**src/rtl/issue_pkg.sv**
```systemverilog
// Shared definitions for the issue scheduler.
//   ROB_TAG_LEN / XLEN : tag and datapath widths used across the core
//   NUM_RS_DEF         : default number of RS/FU pairs
//   MAX_LAT_DEF        : default maximum FU latency (pending-slot depth)
//   RS_IDX_W           : width of an RS index
//   ISSUE_SLOT         : one in-flight op waiting for its CDB cycle
package issue_pkg;

  localparam int ROB_TAG_LEN = 6;
  localparam int XLEN        = 32;
  localparam int NUM_RS_DEF  = 2;
  localparam int MAX_LAT_DEF = 4;
  localparam int RS_IDX_W    = (NUM_RS_DEF > 1) ? $clog2(NUM_RS_DEF) : 1;

  typedef struct packed {
    logic                   valid;
    logic [RS_IDX_W-1:0]    rs_idx;
    logic [ROB_TAG_LEN-1:0] tag;
  } ISSUE_SLOT;

endpackage

```
**src/rtl/issue_unit_rr_arbiter.sv**
```systemverilog
// Combinational round-robin arbiter.
//   req_i       : request vector
//   ptr_i       : highest-priority index for this cycle
//   gnt_o       : one-hot grant (zero when nothing requests)
//   gnt_valid_o : some request was granted
//   gnt_idx_o   : index of the granted request
module rr_arbiter #(
  parameter int N = 2,
  parameter int W = (N > 1) ? $clog2(N) : 1
) (
  input  logic [N-1:0] req_i,
  input  logic [W-1:0] ptr_i,
  output logic [N-1:0] gnt_o,
  output logic         gnt_valid_o,
  output logic [W-1:0] gnt_idx_o
);

  // Two passes: first the requesters at or above the pointer, then wrap
  // around to the ones below it. The first hit in scan order wins.
  always_comb begin
    gnt_o       = '0;
    gnt_valid_o = 1'b0;
    gnt_idx_o   = '0;
    for (int i = 0; i < N; i++) begin
      if (!gnt_valid_o && req_i[i] && (W'(i) >= ptr_i)) begin
        gnt_valid_o = 1'b1;
        gnt_o[i]    = 1'b1;
        gnt_idx_o   = W'(i);
      end
    end
    for (int i = 0; i < N; i++) begin
      if (!gnt_valid_o && req_i[i]) begin
        gnt_valid_o = 1'b1;
        gnt_o[i]    = 1'b1;
        gnt_idx_o   = W'(i);
      end
    end
  end

endmodule

```
**src/rtl/issue_unit.sv**
```systemverilog
// Issue scheduler feeding one pipelined FU per reservation station.
// Picks at most one ready RS per cycle (round-robin) and schedules its
// result onto the single shared CDB exactly FU_LAT[rs] cycles later.
//   clk, reset         : clock, synchronous active-high reset
//   rs_insn_ready_i    : RS i holds a ready instruction
//   rs_dst_tag_i       : packed dst tags, RS i at [i*ROB_TAG_LEN +: ROB_TAG_LEN]
//   fu_result_i        : packed FU results, FU i at [i*XLEN +: XLEN]
//   rs_issue_o         : one-hot/zero issue strobe, combinational
//   wakeup_o           : CDB broadcast valid
//   wakeup_tag_o       : tag being woken (0 when idle)
//   wakeup_value_o     : value of the woken tag (0 when idle)
//   wakeup_rs_o        : source FU index (0 when idle)
// Optional feature, macro ISSUE_UNIT_STATS_EN:
//   stat_issued_o      : saturating count of grants
//   stat_cdb_stall_o   : saturating count of cycles with a ready RS but no grant
module issue_unit
  import issue_pkg::*;
#(
  parameter int NUM_RS          = NUM_RS_DEF,
  parameter int MAX_LAT         = MAX_LAT_DEF,
  parameter int FU_LAT [NUM_RS] = '{1, 2}
) (
  input  logic                     clk,
  input  logic                     reset,
  input  logic [NUM_RS-1:0]        rs_insn_ready_i,
  input  logic [NUM_RS*ROB_TAG_LEN-1:0] rs_dst_tag_i,
  input  logic [NUM_RS*XLEN-1:0]   fu_result_i,
  output logic [NUM_RS-1:0]        rs_issue_o,
  output logic                     wakeup_o,
  output logic [ROB_TAG_LEN-1:0]   wakeup_tag_o,
  output logic [XLEN-1:0]          wakeup_value_o,
  output logic [RS_IDX_W-1:0]      wakeup_rs_o
`ifdef ISSUE_UNIT_STATS_EN
  ,
  output logic [31:0]              stat_issued_o,
  output logic [31:0]              stat_cdb_stall_o
`endif
);

  ISSUE_SLOT           pend_q [1:MAX_LAT];
  ISSUE_SLOT           pend_d [1:MAX_LAT];
  logic [RS_IDX_W-1:0] rr_ptr_q, rr_ptr_d;
  logic [NUM_RS-1:0]   slot_busy;
  logic [NUM_RS-1:0]   req;
  logic [NUM_RS-1:0]   gnt;
  logic                gnt_valid;
  logic [RS_IDX_W-1:0] gnt_idx;

  if ($clog2(NUM_RS) > RS_IDX_W) begin : g_bad_num_rs
    $error("issue_unit: NUM_RS=%0d does not fit the package RS index width", NUM_RS);
  end

  // An RS with latency L would land in pend[L] next cycle; whatever sits in
  // pend[L+1] now shifts into that same slot, so it must be empty. Slots
  // beyond MAX_LAT never exist and therefore never block.
  for (genvar i = 0; i < NUM_RS; i++) begin : g_rs
    if (FU_LAT[i] < 1 || FU_LAT[i] > MAX_LAT) begin : g_bad_lat
      $error("issue_unit: FU_LAT[%0d]=%0d outside 1..%0d", i, FU_LAT[i], MAX_LAT);
    end
    if (FU_LAT[i] < MAX_LAT) begin : g_chk
      assign slot_busy[i] = pend_q[FU_LAT[i]+1].valid;
    end else begin : g_free
      assign slot_busy[i] = 1'b0;
    end
  end

  // Reset masks every request so no strobe escapes while reset is high.
  assign req = rs_insn_ready_i & ~slot_busy & {NUM_RS{~reset}};

  rr_arbiter #(
    .N (NUM_RS),
    .W (RS_IDX_W)
  ) u_arb (
    .req_i       (req),
    .ptr_i       (rr_ptr_q),
    .gnt_o       (gnt),
    .gnt_valid_o (gnt_valid),
    .gnt_idx_o   (gnt_idx)
  );

  assign rs_issue_o = gnt;

  // Pending slots advance one step toward the CDB each cycle; a fresh grant
  // is dropped directly into the slot matching its FU latency.
  always_comb begin
    for (int k = 1; k < MAX_LAT; k++) begin
      pend_d[k] = pend_q[k+1];
    end
    pend_d[MAX_LAT] = '0;
    rr_ptr_d        = rr_ptr_q;
    for (int i = 0; i < NUM_RS; i++) begin
      if (gnt[i]) begin
        pend_d[FU_LAT[i]].valid  = 1'b1;
        pend_d[FU_LAT[i]].rs_idx = RS_IDX_W'(i);
        pend_d[FU_LAT[i]].tag    = rs_dst_tag_i[i*ROB_TAG_LEN +: ROB_TAG_LEN];
      end
    end
    if (gnt_valid) begin
      rr_ptr_d = (gnt_idx == RS_IDX_W'(NUM_RS - 1)) ? '0 : gnt_idx + 1'b1;
    end
  end

  always_ff @(posedge clk) begin
    if (reset) begin
      for (int k = 1; k <= MAX_LAT; k++) begin
        pend_q[k] <= '0;
      end
      rr_ptr_q <= '0;
    end else begin
      for (int k = 1; k <= MAX_LAT; k++) begin
        pend_q[k] <= pend_d[k];
      end
      rr_ptr_q <= rr_ptr_d;
    end
  end

  // CDB driver: head slot selects the FU result; the bus is forced to zero
  // when idle so downstream comparators never see stale tags.
  always_comb begin
    wakeup_o       = pend_q[1].valid;
    wakeup_tag_o   = '0;
    wakeup_value_o = '0;
    wakeup_rs_o    = '0;
    if (pend_q[1].valid) begin
      wakeup_tag_o = pend_q[1].tag;
      wakeup_rs_o  = pend_q[1].rs_idx;
      for (int i = 0; i < NUM_RS; i++) begin
        if (pend_q[1].rs_idx == RS_IDX_W'(i)) begin
          wakeup_value_o = fu_result_i[i*XLEN +: XLEN];
        end
      end
    end
  end

`ifdef ISSUE_UNIT_STATS_EN
  logic [31:0] stat_issued_q, stat_issued_d;
  logic [31:0] stat_stall_q, stat_stall_d;
  logic        stall_cycle;

  // A stall is a cycle where work exists but every ready RS is CDB-blocked.
  assign stall_cycle = (|rs_insn_ready_i) && !gnt_valid;

  always_comb begin
    stat_issued_d = stat_issued_q;
    stat_stall_d  = stat_stall_q;
    if (gnt_valid && (stat_issued_q != '1)) begin
      stat_issued_d = stat_issued_q + 32'd1;
    end
    if (stall_cycle && (stat_stall_q != '1)) begin
      stat_stall_d = stat_stall_q + 32'd1;
    end
  end

  always_ff @(posedge clk) begin
    if (reset) begin
      stat_issued_q <= '0;
      stat_stall_q  <= '0;
    end else begin
      stat_issued_q <= stat_issued_d;
      stat_stall_q  <= stat_stall_d;
    end
  end

  assign stat_issued_o    = stat_issued_q;
  assign stat_cdb_stall_o = stat_stall_q;
`endif

endmodule
```
**config.mk**
```make
export PLATFORM = sky130hd
export DESIGN_NAME = issue_unit
export DESIGN_NICKNAME = d
export VERILOG_FILES = /design/src/rtl/issue_pkg.sv /design/src/rtl/issue_unit_rr_arbiter.sv /design/src/rtl/issue_unit.sv
export SDC_FILE = /design/constraint.sdc
export NUM_CORES = 1
export LEC_CHECK = 0
export CORE_MARGIN = 5
export CORE_UTILIZATION = 29
export DETAILED_ROUTE_END_ITERATION = 16
export GPL_ROUTABILITY_DRIVEN = 1
export PLACE_DENSITY = 0.78
export RECOVER_POWER = 25
export SYNTH_ARGS = -nofsm -noshare
export SYNTH_HDL_FRONTEND = slang
export SYNTH_SLANG_ARGS = --single-unit
```
**constraint.sdc**
```tcl
create_clock -name clk -period 1.5 [get_ports clk]
set_input_delay 0.3 -clock clk [delete_from_list [all_inputs] [get_ports clk]]
set_output_delay 0.3 -clock clk [all_outputs]
set_load 0.05 [all_outputs]
```
==> out/summary.txt <==
Total power draw = 1.79 mW
Hold Path Class = register to register
Fin. Hold Viols = 0
Drt pass-1 iters = 3
Area leader, netlist = mux2i_1
Slew @ Worst Pin = 0.518 ns
Dpl cells = 302
Initial Utilization = 29.7%
Post-route DRC violation count = 0
Via density = 4.57
Seq/Total Area, Yosys = 26.9%
Die width = 74.1 um
Die Span Y = 74.1 um
Worst setup SP type = register
Core area = 4000 um^2
Required time of the critical path = 1.20 ns
Largest net degree at the start of global routing = 21
Fin cells = 312
Via count = 1,425
Max clock buf depth = 2
Max Slew Vio Count = 0
Status = finished with violations
CTS Hold Bufs = 0
Initial antenna violation count = 0
Clock-pin slew on the worst setup and hold paths = 0.06 ns
Worst-Skew Late Latency = 0.25 ns
First-pass GRT wire length = 7570 um
GPL Wtd Cong = 0.710
Failing checks = setup timing
Syn Inst Count = 134
ANT cells = 0
Row count = 23
Final net count = 343
Final worst setup slack = -0.138 ns
Peak Freq = 0.611 GHz
Most common library cell in the layout ignoring fill and taps = clkdlybuf4s50_1
Critical Path Max Stage Delay = 0.38 ns
Clk_skew = 0.00664 ns
Synth-to-layout area growth = 176%
Crit path kind = register to output port
Crit-path cells = buf_12 > mux2i_4 > nor2b_2 > buf_12
Mean Syn Cell Area = 8.88 um^2
Layout cells sized above 1 = 45.8%
Crit end category = output port
Mapped cell area = 1190 um^2
CTS root buf = clkbuf_8
Area fraction of the dominant cell type after synthesis = 32.0%
Slew headroom = 65.5%
Worst path slowest cell = dfxtp_4
Crit-path leading delay family = flip-flops
Final period util = 109%
Max-Cap Viols = 0
Setup WS pre-CTS = -0.143 ns
Port-buffer cells = 121
Leak Pwr = 1.23 nW
Main area contributors after synthesis = mux2i_1 32%, dfxtp_1 27%, nor2b_1 18%
Die area = 5480 um^2
Wire per inst = 16.3 um
Final setup viols = 33
HPWL after DPL = 3880 um
Tmin final = 1.64 ns
Number of DRC markers in iteration 0 = 17
All-Layer GR Usage = 17.8%
Antenna-violating nets left = 0
Worst path buffer plus inverter count = 2
Number of CTS-inserted buffers = 3
Worst EP arrival = 1.34 ns
Commonest non-fill, non-tap cells in the layout = 76 x clkdlybuf4s50_1, 44 x buf_12, 28 x nor2b_2
Synth warn = 0
Critical Path Fanout Max = 11
Worst VDD drop = 0.578 mV
Total congestion overflow = 0
I/O Pins = 122
Vias in the first global route = 1,552
Total routed wirelength = 5100 um
Cell variety after synth = 16
Clock Sinks = 16
Seq cells post-synth = 16
CTS tree = done
RSZ-0062 raised after global routing = true
Setup TNS = -3.11 ns
Power density over cell area = 544 nW/um^2
Synthesized Nets = 214
H-Tree Level Count = 1
Worst path most repeated cell = buf_12
==> layout make-up <==
type / instances / area, um^2
timing repair buffer: 135 / 1770
fill: 249 / 721
multi-input combinational: 106 / 1060
sequential: 16 / 330
tap: 50 / 62.6
clock buffer: 4 / 45.0
inverter: 1 / 3.75
==> worst paths after layout <==
check | end | cells past startpoint | start | slack [ns]
worst max-delay path | wakeup_value_o[10] | 4 | pend_q[0][14] | -0.14
worst min-delay path | pend_q[0][11] | 2 | pend_q[0][19] | 0.44
worst max register to register | pend_q[0][17] | 4 | pend_q[0][22] | 0.21
worst min register to register | pend_q[0][11] | 2 | pend_q[0][19] | 0.44
==> worst reg2reg max path: stages, from the launching register on <==
cell	delay (ns)
dfxtp_2	0.34
nor3b_1	0.42
nor3_4	0.08
clkbuf_1	0.17
and2_1	0.17
==> metrics by stage <==
step,hold WS [ns],area [um^2],util (%)
4_1_cts,0.448,3190,79.8
6_report,0.443,3280,82.0
3_3_place_gp,0.438,3010,75.4
5_1_grt,0.467,3280,82.0
2_1_floorplan,0.422,1310,-
3_5_place_dp,0.445,3010,75.4
==> routing by layer <==
| layer | GRT usage, % | wire length (um) | vias up |
|---|---|---|---|
| met5 | 0 | 0 | - |
| met4 | 4.63 | 80 | 0 |
| met3 | 4.73 | 470 | 9 |
| met2 | 35.6 | 2800 | 66 |
| met1 | 17.8 | 1740 | 651 |
| li1 | - | - | 699 |
==> cell families (layout without fill, tap and decap cells) <==
group	after synthesis	after routing	share of synthesized area, %
and+or+nand+nor	66	66	35.0
buffers and inverters	12	140	5.26
DFF	16	16	26.9
AOI/OAI and AO/OA	2	2	0.841
muxes	38	38	32.0
==> sequential cells by signal (all words and copies together), names as in the netlist <==
signal and cells:
rr_ptr_q 1, pend_q 15
==> synth_stat cells, drive strengths merged <==
library cell and instances:
a21oi 2, and2 13, and3b 1, buf 6
clkbuf 5, dfxtp 16, inv 1, mux2i 38
nand2 1, nand2b 12, nor2 2, nor2b 34
nor3 2, nor3b 1
==> report_power, final <==
| group | switching (mW) | leakage (nW) | internal (mW) | total (mW) |
|---|---|---|---|---|
| registers | 0.0128 | 0.133 | 0.447 | 0.460 |
| clock network | 0.143 | 0.0228 | 0.188 | 0.331 |
| logic | 0.430 | 1.08 | 0.564 | 0.995 |
==> repair_timing <==
| action | CTS | global route |
|---|---|---|
| buffers inserted | 3 | 2 |
| resized for setup | 22 | 19 |
| endpoints found under the setup margin | 39 | 40 |
| pin swaps | 3 | 0 |
| endpoints found under the hold margin | 0 | 0 |
| gates cloned | 1 | 0 |
No activity file was read; power rests on OpenSTA's default activity.
